--- src/rtl/decoding_block.sv ---
// Two-lane symbol decoder: strips 128b/132b or 64b/66b sync headers and
// streams the payload out one byte per lane per cycle, or passes raw bytes
// through in Gen4 mode. Counts header errors with a saturating counter.
module decoding_block #(
    parameter int unsigned ERR_CNT_W = 8
) (
    input  logic                 dec_clk,
    input  logic                 rst,
    input  logic                 enable,
    input  logic [1:0]           gen_speed,
    input  logic                 enc_valid,
    input  logic [131:0]         lane_0_rx_enc,
    input  logic [131:0]         lane_1_rx_enc,
    output logic [7:0]           lane_0_rx,
    output logic [7:0]           lane_1_rx,
    output logic                 rx_valid,
    output logic                 os_flag,
    output logic                 sym_start,
    output logic                 sync_err,
    output logic                 overflow,
    output logic [ERR_CNT_W-1:0] err_cnt
);

    typedef enum logic [0:0] {
        StIdle,
        StUnload
    } state_e;

    localparam logic [1:0] SpdGen4 = 2'd0;
    localparam logic [1:0] SpdGen3 = 2'd1;
    localparam logic [1:0] SpdGen2 = 2'd2;

    state_e                 state_q, state_d;
    logic [3:0]             idx_q, idx_d;
    logic [1:0]             spd_q, spd_d;
    logic                   os_q, os_d;
    // Payload with the header already stripped; Gen2 uses the low 64 bits.
    logic [127:0]           sym0_q, sym0_d;
    logic [127:0]           sym1_q, sym1_d;
    logic                   pt_valid_q, pt_valid_d;
    logic [7:0]             pt0_q, pt0_d;
    logic [7:0]             pt1_q, pt1_d;
    logic                   sync_err_q, sync_err_d;
    logic                   overflow_q, overflow_d;
    logic [ERR_CNT_W-1:0]   err_cnt_q, err_cnt_d;

    logic                   hdr_valid;
    logic                   hdr_os;
    logic                   spd_ok;
    logic                   last_byte;
    logic                   busy;
    logic                   accept;

    // Header classification for the incoming symbol pair at the requested speed.
    always_comb begin
        hdr_valid = 1'b0;
        hdr_os    = 1'b0;
        case (gen_speed)
            SpdGen3: begin
                hdr_valid = (lane_0_rx_enc[3:0] == lane_1_rx_enc[3:0]) &&
                            ((lane_0_rx_enc[3:0] == 4'b0101) ||
                             (lane_0_rx_enc[3:0] == 4'b1010));
                hdr_os    = (lane_0_rx_enc[3:0] == 4'b0101);
            end
            SpdGen2: begin
                hdr_valid = (lane_0_rx_enc[1:0] == lane_1_rx_enc[1:0]) &&
                            ((lane_0_rx_enc[1:0] == 2'b01) ||
                             (lane_0_rx_enc[1:0] == 2'b10));
                hdr_os    = (lane_0_rx_enc[1:0] == 2'b01);
            end
            default: begin
                hdr_valid = 1'b0;
                hdr_os    = 1'b0;
            end
        endcase
    end

    // Accept control: a new symbol may land only when idle or on the final byte.
    always_comb begin
        spd_ok    = (gen_speed == SpdGen3) || (gen_speed == SpdGen2);
        last_byte = (spd_q == SpdGen3) ? (idx_q == 4'd15) : (idx_q == 4'd7);
        busy      = (state_q == StUnload) && !last_byte;
        accept    = enable && enc_valid && spd_ok && !busy;
    end

    // Next-state: unload sequencing, capture, error and overflow reporting.
    always_comb begin
        state_d    = state_q;
        idx_d      = idx_q;
        spd_d      = spd_q;
        os_d       = os_q;
        sym0_d     = sym0_q;
        sym1_d     = sym1_q;
        sync_err_d = 1'b0;
        overflow_d = 1'b0;
        err_cnt_d  = err_cnt_q;

        if (!enable) begin
            state_d = StIdle;
            idx_d   = 4'd0;
        end else begin
            if (state_q == StUnload) begin
                if (last_byte) begin
                    state_d = StIdle;
                    idx_d   = 4'd0;
                end else begin
                    idx_d = idx_q + 4'd1;
                end
            end

            if (accept) begin
                if (hdr_valid) begin
                    state_d = StUnload;
                    idx_d   = 4'd0;
                    spd_d   = gen_speed;
                    os_d    = hdr_os;
                    if (gen_speed == SpdGen3) begin
                        sym0_d = lane_0_rx_enc[131:4];
                        sym1_d = lane_1_rx_enc[131:4];
                    end else begin
                        sym0_d = {64'd0, lane_0_rx_enc[65:2]};
                        sym1_d = {64'd0, lane_1_rx_enc[65:2]};
                    end
                end else begin
                    sync_err_d = 1'b1;
                    if (err_cnt_q != {ERR_CNT_W{1'b1}}) begin
                        err_cnt_d = err_cnt_q + ERR_CNT_W'(1);
                    end
                end
            end

            // A symbol arriving mid-unload is dropped; the current one keeps going.
            if (enc_valid && spd_ok && busy) begin
                overflow_d = 1'b1;
            end
        end
    end

    // Gen4 pass-through stage; bytes are zeroed whenever they are not valid.
    always_comb begin
        pt_valid_d = enable && (gen_speed == SpdGen4) && enc_valid;
        pt0_d      = pt_valid_d ? lane_0_rx_enc[7:0] : 8'd0;
        pt1_d      = pt_valid_d ? lane_1_rx_enc[7:0] : 8'd0;
    end

    // State and output-side registers.
    always_ff @(posedge dec_clk or negedge rst) begin
        if (!rst) begin
            state_q    <= StIdle;
            idx_q      <= 4'd0;
            spd_q      <= 2'd0;
            os_q       <= 1'b0;
            sym0_q     <= '0;
            sym1_q     <= '0;
            pt_valid_q <= 1'b0;
            pt0_q      <= 8'd0;
            pt1_q      <= 8'd0;
            sync_err_q <= 1'b0;
            overflow_q <= 1'b0;
            err_cnt_q  <= '0;
        end else begin
            state_q    <= state_d;
            idx_q      <= idx_d;
            spd_q      <= spd_d;
            os_q       <= os_d;
            sym0_q     <= sym0_d;
            sym1_q     <= sym1_d;
            pt_valid_q <= pt_valid_d;
            pt0_q      <= pt0_d;
            pt1_q      <= pt1_d;
            sync_err_q <= sync_err_d;
            overflow_q <= overflow_d;
            err_cnt_q  <= err_cnt_d;
        end
    end

    // Output mux: unload bytes take priority over pass-through.
    always_comb begin
        lane_0_rx = 8'd0;
        lane_1_rx = 8'd0;
        rx_valid  = 1'b0;
        os_flag   = 1'b0;
        sym_start = 1'b0;
        if (state_q == StUnload) begin
            lane_0_rx = sym0_q[{idx_q, 3'b000} +: 8];
            lane_1_rx = sym1_q[{idx_q, 3'b000} +: 8];
            rx_valid  = 1'b1;
            os_flag   = os_q;
            sym_start = (idx_q == 4'd0);
        end else if (pt_valid_q) begin
            lane_0_rx = pt0_q;
            lane_1_rx = pt1_q;
            rx_valid  = 1'b1;
            sym_start = 1'b1;
        end
        sync_err = sync_err_q;
        overflow = overflow_q;
        err_cnt  = err_cnt_q;
    end

endmodule

--- config.mk ---
export PLATFORM = sky130hd
export DESIGN_NAME = decoding_block
export DESIGN_NICKNAME = d
export VERILOG_FILES = /design/src/rtl/decoding_block.sv
export SDC_FILE = /design/constraint.sdc
export NUM_CORES = 1
export LEC_CHECK = 0
export BUFFER_PORTS_ARGS = -buffer_cell sky130_fd_sc_hd__buf_2
export CORE_MARGIN = 2
export CORE_UTILIZATION = 36
export CTS_CLUSTER_SIZE = 24
export DETAILED_ROUTE_END_ITERATION = 8
export SYNTH_ARGS = -nofsm -noshare
export SYNTH_HDL_FRONTEND = slang
export SYNTH_SLANG_ARGS = --single-unit
--- constraint.sdc ---
create_clock -name dec_clk -period 3.7 [get_ports dec_clk]
set_input_delay 0.37 -clock dec_clk [delete_from_list [all_inputs] [get_ports dec_clk]]
set_output_delay 0.37 -clock dec_clk [all_outputs]
set_load 0.005 [all_outputs]
==> results.toml <==
[layout]
final_common_cell = "buf_2"
fin_util_pct = 44.2
n_fill_cell = 4073
final_cell_mix = "buf_2, dfrtp_1, mux2_2"
syn2layout_area_growth_pct = 21.3
design_area_um2 = 19000
nNetsFinal = 1866
drive_gt1_share_pct = 39.9

[cts]
path_clk_slew_ps = 60
cts_tree = "built"
root_buffer = "clkbuf_16"
clock_latency_ps = 540
cts_inserted_buffers = 37
ctsLongestPathBuffers = 3
cts_setup_buffers = 0
cts_sinks = 291
cts_htree_levels = 2

[critical_path]
start_kind = "flop"
crit_buf_inv = 2
critPathTopFamily = "compound AO/OA/AOI/OAI gates"
cp-end-kind = "output pin"
r2r_cells = 7
critical_path_depth = 6
critical_path_required_ps = 3330
path_cells = "buf_12, mux2i_1, a221oi_1, a22oi_1, o21ai_0, buf_2"
crit_type = "flop to output pin"
arrival_ps = 2960
critPathMaxFanout = 63
slowest_delay_ps = 730
crit_slowest_cell = "dfrtp_4"

[placed_design]
portBuffers = 298
place_congestion = 0.811
place_area_um2 = 17700
hpwl_um = 31200

[routing]
viasPerCell = 4.88
wl_um = 43300
dr.pass1.iters = 5
drtIter0Drc = 638
remaining_drc_errors = 0
wl_per_cell_um = 19.7
antenna_left = 0
vias = 10700

[sta]
slew_viol_final = 0
fmax_mhz = 300
fin_skew_ps = 15.0
relSlewSlack_pct = 25.2
worst_slew_pin_slew_ps = 1120
rsz0062_at_grt = "false"
period_share_pct = 90.1
setup-tns-final_ps = 0
finalHoldViolCount = 0
finalSetupViolCount = 0
fin_crit_ps = 3330

[logic_synthesis]
syn_area_um2 = 15700
synth.avg_cell_area_um2 = 11.9
postSynthCellCount = 1317
synth_warnings = 0
yosysUniqueCellTypes = 40
yosysSeqAreaShare_pct = 46.5
synth_top_area_share_pct = 46.5
synth_edf_count = 0
ys_ff_latch = 291
synthTopCellsByArea = "dfrtp_1, mux2_2, mux2i_1, mux4_2, mux2_1"
ys.flop_type = "dfrtp_1"
yosys.area.top_type = "dfrtp_1"
async_flop_share_pct = 100
syn_nets = 1595

[grt]
grt-ovfl-total = 0
grt_max_degree = 179
grt_pass1_vias = 11400
grt_use_total_pct = 19.5
antenna_found_initial = 2
grt_pass1_wl_um = 66900

[floorplanning]
io_pins = 299
die_h_um = 213
core-area_um2 = 43000
die_width_um = 213
start_util_pct = 36.4
die-area_um2 = 45200
row_count = 76

[status]
status = "finished, final reports clean"

[power_and_ir_drop]
powerDensity_nw_per_um2 = 433
leakage_uw = 0.00889
ir_drop_mv = 0.216

[run]
max_cap_viol_count = 0

[min_path]
hold_path.class = "primary input to flop"
hold_depth = 2
worst paths after layout:
check / from / to / slack, ps
max in group asynchronous: rst / sym1_q[66] / 2260
setup reg to reg: idx_q[0] / sym1_q[66] / 750
hold / removal: lane_1_rx_enc[7] / pt1_q[7] / 70
hold reg to reg: sym0_q[22] / sym0_q[22] / 480
setup / recovery: idx_q[0] / lane_1_rx[4] / 370
min in group asynchronous: rst / sym0_q[28] / 450
final cells by class:
cell class | instances | area [um2] | area share (%)
timing repair buffer | 325 | 1790 | 9.45
sequential | 291 | 7290 | 38.4
clock inverter | 8 | 121 | 0.639
antenna | 2 | 5.00 | 0.0263
multi-input combinational | 796 | 7410 | 39.0
clock buffer | 58 | 1130 | 5.94
tap | 585 | 732 | 3.85
inverter | 137 | 514 | 2.71
per-layer routing:
layer / track usage (%) / up-vias / wire length, um
li1: - / 5115 / -
met1: 27.2 / 5340 / 20300
met2: 31.2 / 239 / 20300
met3: 4.06 / 46 / 2070
met4: 4.29 / 0 / 670
met5: 0 / - / 0
stage by stage:
step           instances  total power [uW]  setup WS (ps)  hold WS [ps]
6_report            2202              8220            366          67.3
4_1_cts             2200              8340           13.0          31.1
3_3_place_gp        2133              4570            492           463
5_1_grt             2201              8610            150          46.6
2_1_floorplan       1317              4120           1520          74.4
3_5_place_dp        2133              4590            495           465
report_power, final:
| group | switching [uW] | internal, uW |
|---|---|---|
| clock | 1390 | 2300 |
| sequential | 153 | 3440 |
| combinational | 458 | 478 |
worst register-to-register path: cells and delay by family, from the launching register on:
kind,cells,cell delay (ps)
muxes,1,290
DFF,1,730
and+or+nand+nor,1,380
AOI/OAI and AO/OA,1,110
adders and majority gates,1,340
buffers and inverters,3,1020
registers in the layout (all words and copies together) (netlist names):
signal	flops
pt1_q	8
sym0_q	128
os_q	1
err_cnt	8
spd_q	2
overflow	1
idx_q	4
pt_valid_q	1
sym1_q	128
sync_err	1
state_q	1
pt0_q	8
cell families (layout without fill, tap and decap cells):
| group | Yosys count | in the layout | synth area share, % |
|---|---|---|---|
| AOI/OAI and AO/OA | 83 | 83 | 3.53 |
| xor gates and xnor gates | 11 | 11 | 0.615 |
| adders and majority gates | 8 | 8 | 0.639 |
| buffers and inverters | 230 | 528 | 6.35 |
| DFF | 291 | 291 | 46.5 |
| muxes | 482 | 482 | 36.2 |
| other | 0 | 2 | 0 |
| and+or+nand+nor | 212 | 212 | 6.11 |
timing repair:
action,in CTS,in global routing
endpoints found under the hold margin,95,0
endpoints found under the setup margin,1,1
pin swaps,0,0
hold buffers,1,0
resized for setup,1,3
Yosys cell counts, types with 4 or more instances:
master,n
nand3_1,7
clkbuf_1,43
mux2_2,211
buf_1,4
inv_1,137
xnor2_1,4
and3_1,4
a221oi_1,11
nand2_1,140
nor3_1,8
xor2_1,7
ha_1,8
buf_4,14
mux2i_1,181
buf_2,26
buf_6,6
dfrtp_1,291
mux4_2,42
o21ai_0,19
nor2_1,5
nor2b_1,17
a211oi_1,13
a22oi_1,11
and2_1,18
mux2_1,48
a31oi_1,15
a21oi_1,9
No activity file was read; power rests on OpenSTA's default activity.
